===== src/rtl/uart_rx_os_if.sv =====
// CPU-side receive bus of the oversampling UART receiver.
// The receiver drives data, status and error flags; the CPU drives pop and error-clear.
interface uart_rx_os_if;
  logic [7:0] rx_d;
  logic       rx_valid;
  logic       rx_rd;
  logic       frame_err;
  logic       overrun;
  logic       clr_err;
  logic       busy;

  modport master (
    input  rx_d, rx_valid, frame_err, overrun, busy,
    output rx_rd, clr_err
  );

  modport slave (
    output rx_d, rx_valid, frame_err, overrun, busy,
    input  rx_rd, clr_err
  );
endinterface


===== src/rtl/uart_rx_os.sv =====
// Oversampling UART receiver: mid-bit sampling, start-glitch rejection, stop-bit framing
// check and a small first-word-fall-through receive FIFO with sticky error flags.
module uart_rx_os #(
  parameter int OVERSAMPLE = 16,
  parameter int DEPTH      = 4
) (
  input  logic         clk_uart,
  input  logic         rst_n,
  input  logic         rx,
  uart_rx_os_if.slave  bus
);
  localparam int CW = $clog2(OVERSAMPLE);
  localparam int AW = $clog2(DEPTH);
  localparam logic [CW-1:0] HALF_M1 = CW'(OVERSAMPLE/2 - 1);
  localparam logic [CW-1:0] LAST    = CW'(OVERSAMPLE - 1);
  localparam logic [AW:0]   FULL_N  = (AW+1)'(DEPTH);

  typedef enum logic [2:0] {IDLE, START, DATA, STOP, BREAK} state_t;

  state_t        state;
  logic [CW-1:0] cnt;
  logic [2:0]    bit_idx;
  logic [7:0]    shreg;
  logic          busy_r;
  logic          frame_err_r;
  logic          overrun_r;

  logic          rx_p0;
  logic          rx_p1;

  logic [7:0]    mem [DEPTH];
  logic [AW-1:0] wr_ptr;
  logic [AW-1:0] rd_ptr;
  logic [AW:0]   count;
  logic          full;
  logic          empty;
  logic          pop;
  logic          push;
  logic          stop_smp;

  // stage p0/p1: two-flop synchroniser, rx_p1 is the synchronised line
  always_ff @(posedge clk_uart) begin
    if (!rst_n) begin
      rx_p0 <= 1'b1;
      rx_p1 <= 1'b1;
    end else begin
      rx_p0 <= rx;
      rx_p1 <= rx_p0;
    end
  end

  assign full     = (count == FULL_N);
  assign empty    = (count == '0);
  assign pop      = bus.rx_rd & ~empty;
  assign stop_smp = (state == STOP) && (cnt == LAST);
  // a pop in the stop-sample cycle frees the slot the new byte needs
  assign push     = stop_smp & rx_p1 & (~full | pop);

  always_ff @(posedge clk_uart) begin
    if (!rst_n) begin
      state       <= IDLE;
      cnt         <= '0;
      bit_idx     <= '0;
      busy_r      <= 1'b0;
      frame_err_r <= 1'b0;
      overrun_r   <= 1'b0;
    end else begin
      // clear first so a same-cycle set below overrides it
      if (bus.clr_err) begin
        frame_err_r <= 1'b0;
        overrun_r   <= 1'b0;
      end
      case (state)
        IDLE: begin
          if (!rx_p1) begin
            state  <= START;
            cnt    <= '0;
            busy_r <= 1'b1;
          end
        end
        START: begin
          if (cnt == HALF_M1) begin
            cnt     <= '0;
            bit_idx <= '0;
            if (!rx_p1) begin
              state <= DATA;
            end else begin
              state  <= IDLE;
              busy_r <= 1'b0;
            end
          end else begin
            cnt <= cnt + CW'(1);
          end
        end
        DATA: begin
          if (cnt == LAST) begin
            cnt     <= '0;
            bit_idx <= bit_idx + 3'd1;
            if (bit_idx == 3'd7) state <= STOP;
          end else begin
            cnt <= cnt + CW'(1);
          end
        end
        STOP: begin
          if (cnt == LAST) begin
            cnt <= '0;
            if (rx_p1) begin
              state  <= IDLE;
              busy_r <= 1'b0;
              if (full && !pop) overrun_r <= 1'b1;
            end else begin
              state       <= BREAK;
              frame_err_r <= 1'b1;
            end
          end else begin
            cnt <= cnt + CW'(1);
          end
        end
        BREAK: begin
          if (rx_p1) begin
            state  <= IDLE;
            busy_r <= 1'b0;
          end
        end
        default: begin
          state  <= IDLE;
          busy_r <= 1'b0;
        end
      endcase
    end
  end

  always_ff @(posedge clk_uart) begin
    if (state == DATA && cnt == LAST) shreg <= {rx_p1, shreg[7:1]};
  end

  always_ff @(posedge clk_uart) begin
    if (push) mem[wr_ptr] <= shreg;
  end

  always_ff @(posedge clk_uart) begin
    if (!rst_n) begin
      wr_ptr <= '0;
      rd_ptr <= '0;
      count  <= '0;
    end else begin
      if (push) wr_ptr <= wr_ptr + AW'(1);
      if (pop)  rd_ptr <= rd_ptr + AW'(1);
      count <= count + {{AW{1'b0}}, push} - {{AW{1'b0}}, pop};
    end
  end

  assign bus.rx_d      = empty ? 8'h00 : mem[rd_ptr];
  assign bus.rx_valid  = ~empty;
  assign bus.frame_err = frame_err_r;
  assign bus.overrun   = overrun_r;
  assign bus.busy      = busy_r;
endmodule


===== src/flat_wrapper.sv =====
// flat-port wrapper written by rule: the top's interface ports become plain ports
module uart_rx_os_flat 
#(
  parameter int OVERSAMPLE = 16,
  parameter int DEPTH      = 4
)
  (clk_uart, rst_n, rx, bus_rx_d, bus_rx_valid, bus_frame_err, bus_overrun, bus_busy, bus_rx_rd, bus_clr_err);
  uart_rx_os_if bus_i ();
  input  logic clk_uart;
  input  logic rst_n;
  input  logic rx;
  output wire logic [$bits(bus_i.rx_d)-1:0] bus_rx_d;
  output wire logic [$bits(bus_i.rx_valid)-1:0] bus_rx_valid;
  output wire logic [$bits(bus_i.frame_err)-1:0] bus_frame_err;
  output wire logic [$bits(bus_i.overrun)-1:0] bus_overrun;
  output wire logic [$bits(bus_i.busy)-1:0] bus_busy;
  input wire logic [$bits(bus_i.rx_rd)-1:0] bus_rx_rd;
  input wire logic [$bits(bus_i.clr_err)-1:0] bus_clr_err;
  assign bus_rx_d = bus_i.rx_d;
  assign bus_rx_valid = bus_i.rx_valid;
  assign bus_frame_err = bus_i.frame_err;
  assign bus_overrun = bus_i.overrun;
  assign bus_busy = bus_i.busy;
  assign bus_i.rx_rd = bus_rx_rd;
  assign bus_i.clr_err = bus_clr_err;
  uart_rx_os #(.OVERSAMPLE(OVERSAMPLE), .DEPTH(DEPTH)) u_core (.clk_uart(clk_uart), .rst_n(rst_n), .rx(rx), .bus(bus_i));
endmodule

===== config.mk =====
export PLATFORM = sky130hd
export DESIGN_NAME = uart_rx_os_flat
export DESIGN_NICKNAME = d
export VERILOG_FILES = /design/src/rtl/uart_rx_os_if.sv /design/src/rtl/uart_rx_os.sv /design/src/flat_wrapper.sv
export SDC_FILE = /design/constraint.sdc
export NUM_CORES = 1
export LEC_CHECK = 0
export CORE_AREA = 5 5 86 107
export DETAILED_ROUTE_END_ITERATION = 7
export DIE_AREA = 0 0 91 112
export PLACE_DENSITY_LB_ADDON = 0.2
export SKIP_CTS_REPAIR_TIMING = 1
export SLEW_MARGIN = 10
export SYNTH_ARGS = -nofsm -noshare
export SYNTH_HDL_FRONTEND = slang
export SYNTH_SLANG_ARGS = --single-unit

===== constraint.sdc =====
create_clock -name clk_uart -period 5.26 [get_ports clk_uart]
set_input_delay 1.052 -clock clk_uart [delete_from_list [all_inputs] [get_ports clk_uart]]
set_output_delay 1.052 -clock clk_uart [all_outputs]
set_load 0.02 [all_outputs]

* Yosys cells after proc, flatten, opt, wreduce, memory -nomap -nowiden
Memory sizes are Yosys's and may differ from the RTL's. A register that Yosys moved wholly into a read port is not among the register bits. Cells that the tools add are included.
Operators by class: add/subtract/negate cells 6, equality and inequality tests 14, mux-type cells 35, bitwise operators 7, reduce and logical (&&, ||, !) cells 13
Operator list (number):
- 3-bit two-way mux | 9
- 1-bit two-way mux | 15
- 3-bit case mux with 5 select lines | 1
- 4-bit two-way mux | 3
- 4-bit case mux with 3 select lines | 1
- 3-bit equality test (second input constant) | 3
- 8-bit two-way mux | 1
- 2-bit by 1-bit inequality test with 1-bit output (second input constant) | 4
- 3-bit by 2-bit equality test with 1-bit output (second input constant) | 2
- 3-bit zero test | 2
- 2-bit two-way mux | 3
- 3-bit case mux with 2 select lines | 1
- 6-bit AND reduction | 1
- 1-bit case mux with 5 select lines | 1
- 2-bit by 1-bit adder with 2-bit output (second input constant) | 2
- 4-bit by 1-bit adder with 4-bit output (second input constant) | 1
- 4-bit by 3-bit equality test with 1-bit output (second input constant) | 1
- 4-bit equality test (second input constant) | 1
- 2-bit inequality test (second input constant) | 2
- 4-bit AND reduction | 1
- 3-bit by 1-bit adder with 3-bit output | 1
- 3-bit by 1-bit adder with 3-bit output (second input constant) | 1
- 1-bit AND | 3
- 3-bit by 1-bit equality test with 1-bit output (second input constant) | 1
- 10 further kinds | 14
Word-level totals: bits in registers 30, bits in writable memories 32, input port bits 5, memories kept 1
Memory list:
- u_core.mem | depth 4, bits a word 8, rd ports 1, clocked after Yosys merged registers in 1, wr ports 1, RTL line uart_rx_os.sv:31 | logic [7:0] mem [DEPTH];

* Logic depth before layout (Yosys ltp)
Gate-level depths: netlist of the first run.
depth after elaboration 9, depth in mapped cells 9, depth with buffers taken out 9

* Worst setup path before layout of the first run
No wires, ideal clock.
kind input to register, from in bus_rx_rd, to reg u_core.count[2], library setup time 0.115 ns, data arrival time 2.540 ns, data required time 5.145 ns, path slack 2.605 ns, cell stages on the path 7, buffers on the path 0, path through nor4b_2 -> nor3_4 -> ha_1 -> fa_1 -> xor2_1 -> xnor2_1 -> and2_1
On the way: longest elaborated chain between the ends 5
RTL lines:
- from (decl) | RTL line flat_wrapper.sv:17 | input wire logic [$bits(bus_i.rx_rd)-1:0] bus_rx_rd;
- 1-bit AND | RTL line uart_rx_os.sv:54 | assign pop = bus.rx_rd & ~empty;
- 1-bit OR | RTL line uart_rx_os.sv:57 | assign push = stop_smp & rx_p1 & (~full | pop);
- 1-bit AND | RTL line uart_rx_os.sv:57
- named net u_core.push | RTL line uart_rx_os.sv:38 | logic push;
- 3-bit by 1-bit adder with 3-bit output | RTL line uart_rx_os.sv:149 | count <= count + {{AW{1'b0}}, push} - {{AW{1'b0}}, pop};
- 3-bit by 1-bit subtractor with 3-bit output | RTL line uart_rx_os.sv:149
- to (signal assigned) | RTL line uart_rx_os.sv:149
- to (decl) | RTL line uart_rx_os.sv:34 | logic [AW:0] count;
The timed path passes the listed nets, and every way through them passes these cells. A chain may end at the register's enable or synchronous reset.

==> results of run 1 <==
[placed cells by master (no fill, tap or decap), types with 2 or more instances in the layout]
master	count
a21boi_1	4
clkinv_2	2
nand3b_1	3
nor3b_1	5
clkdlybuf4s50_1	16
nand2b_1	5
nand2_1	6
o2bb2ai_1	2
edfxtp_1	40
dfxtp_1	24
a21oi_1	4
xnor2_1	5
mux2i_1	3
nor2b_1	7
ha_1	9
nand3_1	7
mux4_2	8
nor2_1	4
clkinv_1	2
inv_1	7
and2_1	21
clkbuf_8	9
or3_1	2
[worst max-delay path by stage]
stage               slack (ns)  startpoint               to
global route              1.75        flop      bus_rx_d[7]
finish                    1.90        flop      bus_rx_d[7]
detailed placement        2.02   bus_rx_rd  u_core.count[2]
CTS                       1.83        flop      bus_rx_d[6]
global placement          2.03   bus_rx_rd  u_core.count[2]
floorplan                 2.60   bus_rx_rd  u_core.count[2]
[layout make-up]
class	count	area, um2	area share, %
well taps	97	121	3.86
multi-input cells	113	965	30.7
repair buffers	16	160	5.09
clock inverters	6	60.1	1.91
clock buffers	10	128	4.06
flip-flops and latches	64	1680	53.5
inverters	8	30.0	0.955
[sequential cells by signal, indices dropped and copies added, names as in the netlist, named ones only]
| name | count |
|---|---|
| u_core.bit_idx | 3 |
| u_core.bus.busy | 1 |
| u_core.bus.frame_err | 1 |
| u_core.bus.overrun | 1 |
| u_core.cnt | 4 |
| u_core.count | 3 |
| u_core.mem | 32 |
| u_core.rd_ptr | 2 |
| u_core.rx_p0 | 1 |
| u_core.rx_p1 | 1 |
| u_core.shreg | 8 |
| u_core.state | 3 |
| u_core.wr_ptr | 2 |
[Yosys cell counts, types with 3 or more instances]
| cell | n | share of area, % |
|---|---|---|
| a21boi_1 | 4 | 1.1 |
| a21oi_1 | 4 | 0.73 |
| and2_1 | 21 | 4.8 |
| buf_2 | 3 | 0.55 |
| clkbuf_1 | 6 | 0.82 |
| dfxtp_1 | 24 | 18 |
| edfxtp_1 | 40 | 44 |
| ha_1 | 9 | 4.1 |
| inv_1 | 7 | 0.96 |
| mux2i_1 | 3 | 1.1 |
| mux4_2 | 8 | 6.6 |
| nand2_1 | 6 | 0.82 |
| nand2b_1 | 5 | 1.1 |
| nand3_1 | 7 | 1.3 |
| nand3b_1 | 3 | 0.82 |
| nor2_1 | 4 | 0.55 |
| nor2b_1 | 7 | 1.6 |
| nor3b_1 | 5 | 1.4 |
| xnor2_1 | 5 | 1.6 |
[kinds of logic (layout without fill, tap and decap cells)]
| kind of cell | count (synthesis) | count (layout) | synth area share (%) |
|---|---|---|---|
| buffers and inverters | 19 | 40 | 3.16 |
| AOI/OAI and AO/OA | 18 | 18 | 5.04 |
| xor gates and xnor gates | 6 | 6 | 1.92 |
| and+or+nand+nor | 68 | 68 | 15.8 |
| DFF | 64 | 64 | 61.5 |
| muxes | 11 | 11 | 7.69 |
| adders and majority gates | 10 | 10 | 4.85 |
[power by group through the flow]
stage | Clock [uW] | Combinational [uW] | Sequential (uW)
global route | 433 | 14.6 | 530
finish | 394 | 13.2 | 530
detailed placement | 0 | 13.4 | 541
global placement | 0 | 13.4 | 541
floorplan | 0 | 8.42 | 541
CTS | 405 | 13.5 | 530
[stage by stage]
step / cell area [um2] / hold slack [ns] / std cells / util (%) / total power, uW
after floorplan: 2730 / 0.386 / 196 / - / 549
after global placement: 2960 / 0.394 / 298 / 36.5 / 555
after detailed placement: 2960 / 0.392 / 298 / 36.5 / 555
after CTS: 3150 / 0.408 / 314 / 38.8 / 949
after global routing: 3150 / 0.428 / 314 / 38.8 / 978
final: 3150 / 0.407 / 314 / 38.8 / 938
[routing by layer]
layer / share of wire, % / vias to the layer above
met4: 2.3 / 0
met5: 0 / -
li1: - / 740
met3: 3.4 / 9
met1: 44 / 721
met2: 50 / 21
==> out/metrics.yaml, run 1 <==
status: "finished clean"
drv_slew: 0
rr_worst_depth: 9
clk_latency_ns: 0.33
hold_viol_final: 0
ir_drop_uv: 159
fin_skew_ns: 0.0116
post-route-period-util_pct: 63.8
numCtsBuffers: 9
internal_power_uw: 752
holdPathEnd: "u_core.rx_p1"
cts_tree: "done"
clkPwrFrac_pct: 42.0
h-tree-depth: 3
tightestPinTransition_ns: 0.739
cap_violations: 0
grt_pass1_vias: 1432
cts_root_buf: "clkbuf_8"
dr.pass1.iters: 4
grt_pass1_wl_mm: 7.20
max_freq_mhz: 298
clock_path_buffers: 2
yosysSeqAreaShare_pct: 61.5
worstHoldStart: "u_core.rx_p0"
pre_cts_slack_ns: 2.02
finalSetupTns_ns: 0
cp-start-kind: "flop"
synth_edf_count: 40
use_met3_pct: 3.11
die_area_mm2: 0.0102
avgSynthCellArea_um2: 13.9
netlist_instances: 196
antenna_cells: 0
drive_gt1_share_pct: 12.4
grtUsageTotal_pct: 9.28
switching_share_pct: 19.8
r2r_slack_ns: 2.72
top_usage_layer: "met2"
crit_chain: "mux4_2 -> and2_1 -> clkdlybuf4s50_1"
routedWlPerCell_um: 13.7
met1_usage_pct: 10.9
num-nets-final: 227
die_width_um: 91
fin_ws_ns: 1.90
grt_overflow: 0
hold_class: "flop to flop"
core_mm2: 0.00810
cp_num_buf_inv: 1
fin_crit_ns: 3.36
max_slew_margin_pct: 50.5
numClockSinks: 64
grt_max_degree: 24
gp_congestion: 0.726
rsz0062_at_grt: "false"
power.switching_uw: 186
via_per_inst: 4.75
drt_iter0_drc: 59
io_buffers: 16
worst-path-max-fanout: 8
slowest_stage: "dfxtp_1"
crit_family: "flip-flops"
path_class: "flop to primary output"
whs_path_depth: 1
path_clk_slew_ns: 0.07
antenna_found_initial: 0
yosys_warnings: 0
cp.depth: 3
synth_cell_types: 42
grt_util_met2_pct: 14.9
via_count: 1491
ys.flop_type: "edfxtp_1"
fp.dieH_um: 112
p_comb_share_pct: 1.4
critPathRequiredTime_ns: 4.21
start_util_pct: 33.7
ios: 17
arrival_ns: 2.31
finalSetupViolCount: 0
nFillCells: 756
rows: 37
synthArstFlopShare_pct: 0
place_hpwl_mm: 2.90
wirelength_mm: 4.31
critPathCaptureType: "primary output"
p_leak_uw: 0.00105
area_delta_synth_final_pct: 15.1
antenna_left: 0
power_density_mw_per_mm2: 298
synth_fp_nets: 211
rr_startpoint: "u_core.count[1]"
p_seq_share_pct: 56.6
syn-cell-area_mm2: 0.00273
critical_path.max_stage_delay_ns: 0.69
worst_r2r_endpoint: "u_core.count[2]"
synth_seq_cells: 64
drt_drc_violations_left: 0
(Power assumes the default switching activity.)
==> run 2: changes to the inputs <==
==> constraint.sdc (replaced) <==
create_clock -name clk_uart -period 3.2 [get_ports clk_uart]
set_input_delay 0.64 -clock clk_uart [delete_from_list [all_inputs] [get_ports clk_uart]]
set_output_delay 0.64 -clock clk_uart [all_outputs]
set_load 0.02 [all_outputs]
==> run 2 against run 1 <==
- routed wire length decreased by 0.86%
- worst hold slack got worse by 0.0014 ns
- first-iteration DRC count decreased by 56%
- cell count increased by 0.32%
- count of clock-buffer cells in the layout unchanged
- setup slack got worse by 1.4 ns
- sequential power increased by 65%
- critical path depth increased by 1
==> out/metrics.yaml, run 2 (same netlist as run 1, synthesis figures left out) <==
cts_root_buf: "clkbuf_8"
cap_violations: 0
antenna_left: 0
p_seq_share_pct: 53.6
wirelength_mm: 4.27
h-tree-depth: 3
dr.pass1.iters: 4
tightestPinTransition_ns: 0.674
die_width_um: 91
power_density_mw_per_mm2: 512
max_freq_mhz: 367
numCtsBuffers: 9
switching_share_pct: 19.1
ios: 17
r2r_slack_ns: 0.67
top_register: "u_core.mem"
critPathCaptureType: "primary output"
power.switching_uw: 311
via_count: 1448
max_slew_margin_pct: 54.9
post-route-period-util_pct: 85.2
place_hpwl_mm: 2.85
critPathRequiredTime_ns: 2.56
worst_r2r_endpoint: "u_core.count[2]"
worstHoldStart: "u_core.rx_p0"
core_mm2: 0.00810
stdcell_area_mm2: 0.00318
status: "finished clean"
cp-start-kind: "flop"
arrival_ns: 2.09
cp_num_buf_inv: 2
drt_drc_violations_left: 0
rsz0062_at_grt: "false"
final_cell_mix: "edfxtp_1, dfxtp_1, and2_1"
fin_ws_ns: 0.475
nFillCells: 765
holdPathEnd: "u_core.rx_p1"
fp.dieH_um: 112
path_class: "flop to primary output"
finalSetupViolCount: 0
grt_pass1_vias: 1516
p_leak_uw: 0.00106
drive_gt1_share_pct: 12.8
clkPwrFrac_pct: 45.1
worst-path-max-fanout: 8
layout_commonest_cell: "edfxtp_1"
clk_latency_ns: 0.33
fin_skew_ns: 0.00959
io_buffers: 16
grt_overflow: 0
drt_iter0_drc: 26
slowest_stage: "mux4_2"
p_comb_share_pct: 1.3
start_util_pct: 33.7
final_core_util_pct: 39.2
multi_input_area_um2: 965
fin_crit_ns: 2.73
pre_cts_slack_ns: 0.345
via_per_inst: 4.60
register_area_mm2: 0.00168
hold_viol_final: 0
rr_worst_depth: 9
largest_register_ffs: 32
rows: 37
path_clk_slew_ns: 0.07
cts_tree: "done"
finalSetupTns_ns: 0
gp_congestion: 0.725
area_delta_synth_final_pct: 16.3
grt_max_degree: 24
reg_top3: "u_core.mem: 32 flops, u_core.shreg: 8 flops, u_core.cnt: 4 flops"
critical_path.max_stage_delay_ns: 0.53
whs_path_depth: 1
internal_power_uw: 1310
grt_pass1_wl_mm: 7.27
clock_path_buffers: 2
routedWlPerCell_um: 13.6
grtUsageTotal_pct: 9.19
crit_family: "buffers and inverters"
numClockSinks: 64
antenna_cells: 0
hold_class: "flop to flop"
rr_startpoint: "u_core.count[1]"
antenna_found_initial: 0
die_area_mm2: 0.0102
num-nets-final: 228
postPlaceCellArea_mm2: 0.00297
drv_slew: 0
ir_drop_uv: 194
crit_chain: "buf_4 -> mux4_2 -> and2_1 -> clkdlybuf4s50_1"
==> run 2: how the worst max path moves through the flow <==
stage | start | end | slack (ns) | cells past startpoint
floorplan | bus_rx_rd | u_core.count[2] | 0.96 | 7
detailed placement | bus_rx_rd | u_core.count[2] | 0.34 | 8
global placement | bus_rx_rd | u_core.count[2] | 0.38 | 8
global route | flop | bus_rx_d[7] | 0.38 | 4
finish | flop | bus_rx_d[7] | 0.47 | 4
CTS | flop | bus_rx_d[7] | 0.43 | 4
==> run 2: cell type report <==
cell class              instances  share of cell area [%]
flip-flops and latches         64                    52.9
clock inverters                 6                    2.64
repair buffers                 17                    5.28
well taps                      97                    3.82
clock buffers                  10                    4.02
inverters                       8                   0.945
multi-input cells             113                    30.4
==> run 2: stage by stage <==
step | total power, uW | hold WS [ns] | instances
2_1_floorplan | 902 | 0.386 | 196
3_3_place_gp | 912 | 0.395 | 299
3_5_place_dp | 912 | 0.392 | 299
4_1_cts | 1650 | 0.409 | 315
5_1_grt | 1690 | 0.429 | 315
6_report | 1630 | 0.406 | 315
==> run 2: worst register-to-register path, delay by kind of cell, from the launching register on <==
family,cells,cell delay [ns]
adders and majority gates,3,0.83
buffers and inverters,1,0.04
DFF,1,0.35
xor gates and xnor gates,2,0.29
and+or+nand+nor,3,0.94
==> run 2: per-layer routing <==
layer | part of all wire, % | wire length, um | global-route usage (%) | vias to the layer above
met4 | 1.8 | 79 | 4.40 | 0
met1 | 43 | 1820 | 10.0 | 682
met3 | 3.9 | 168 | 3.45 | 7
li1 | - | - | - | 740
met5 | 0 | 0 | 0 | -
met2 | 52 | 2200 | 15.6 | 19
==> run 2: power groups by stage <==
stage	combinational (uW)	sequential, uW	clock (uW)
floorplan	13.8	889	0
finish	21.4	872	732
detailed placement	22.2	890	0
CTS	22.3	872	757
global route	24.1	872	795
global placement	22.1	890	0
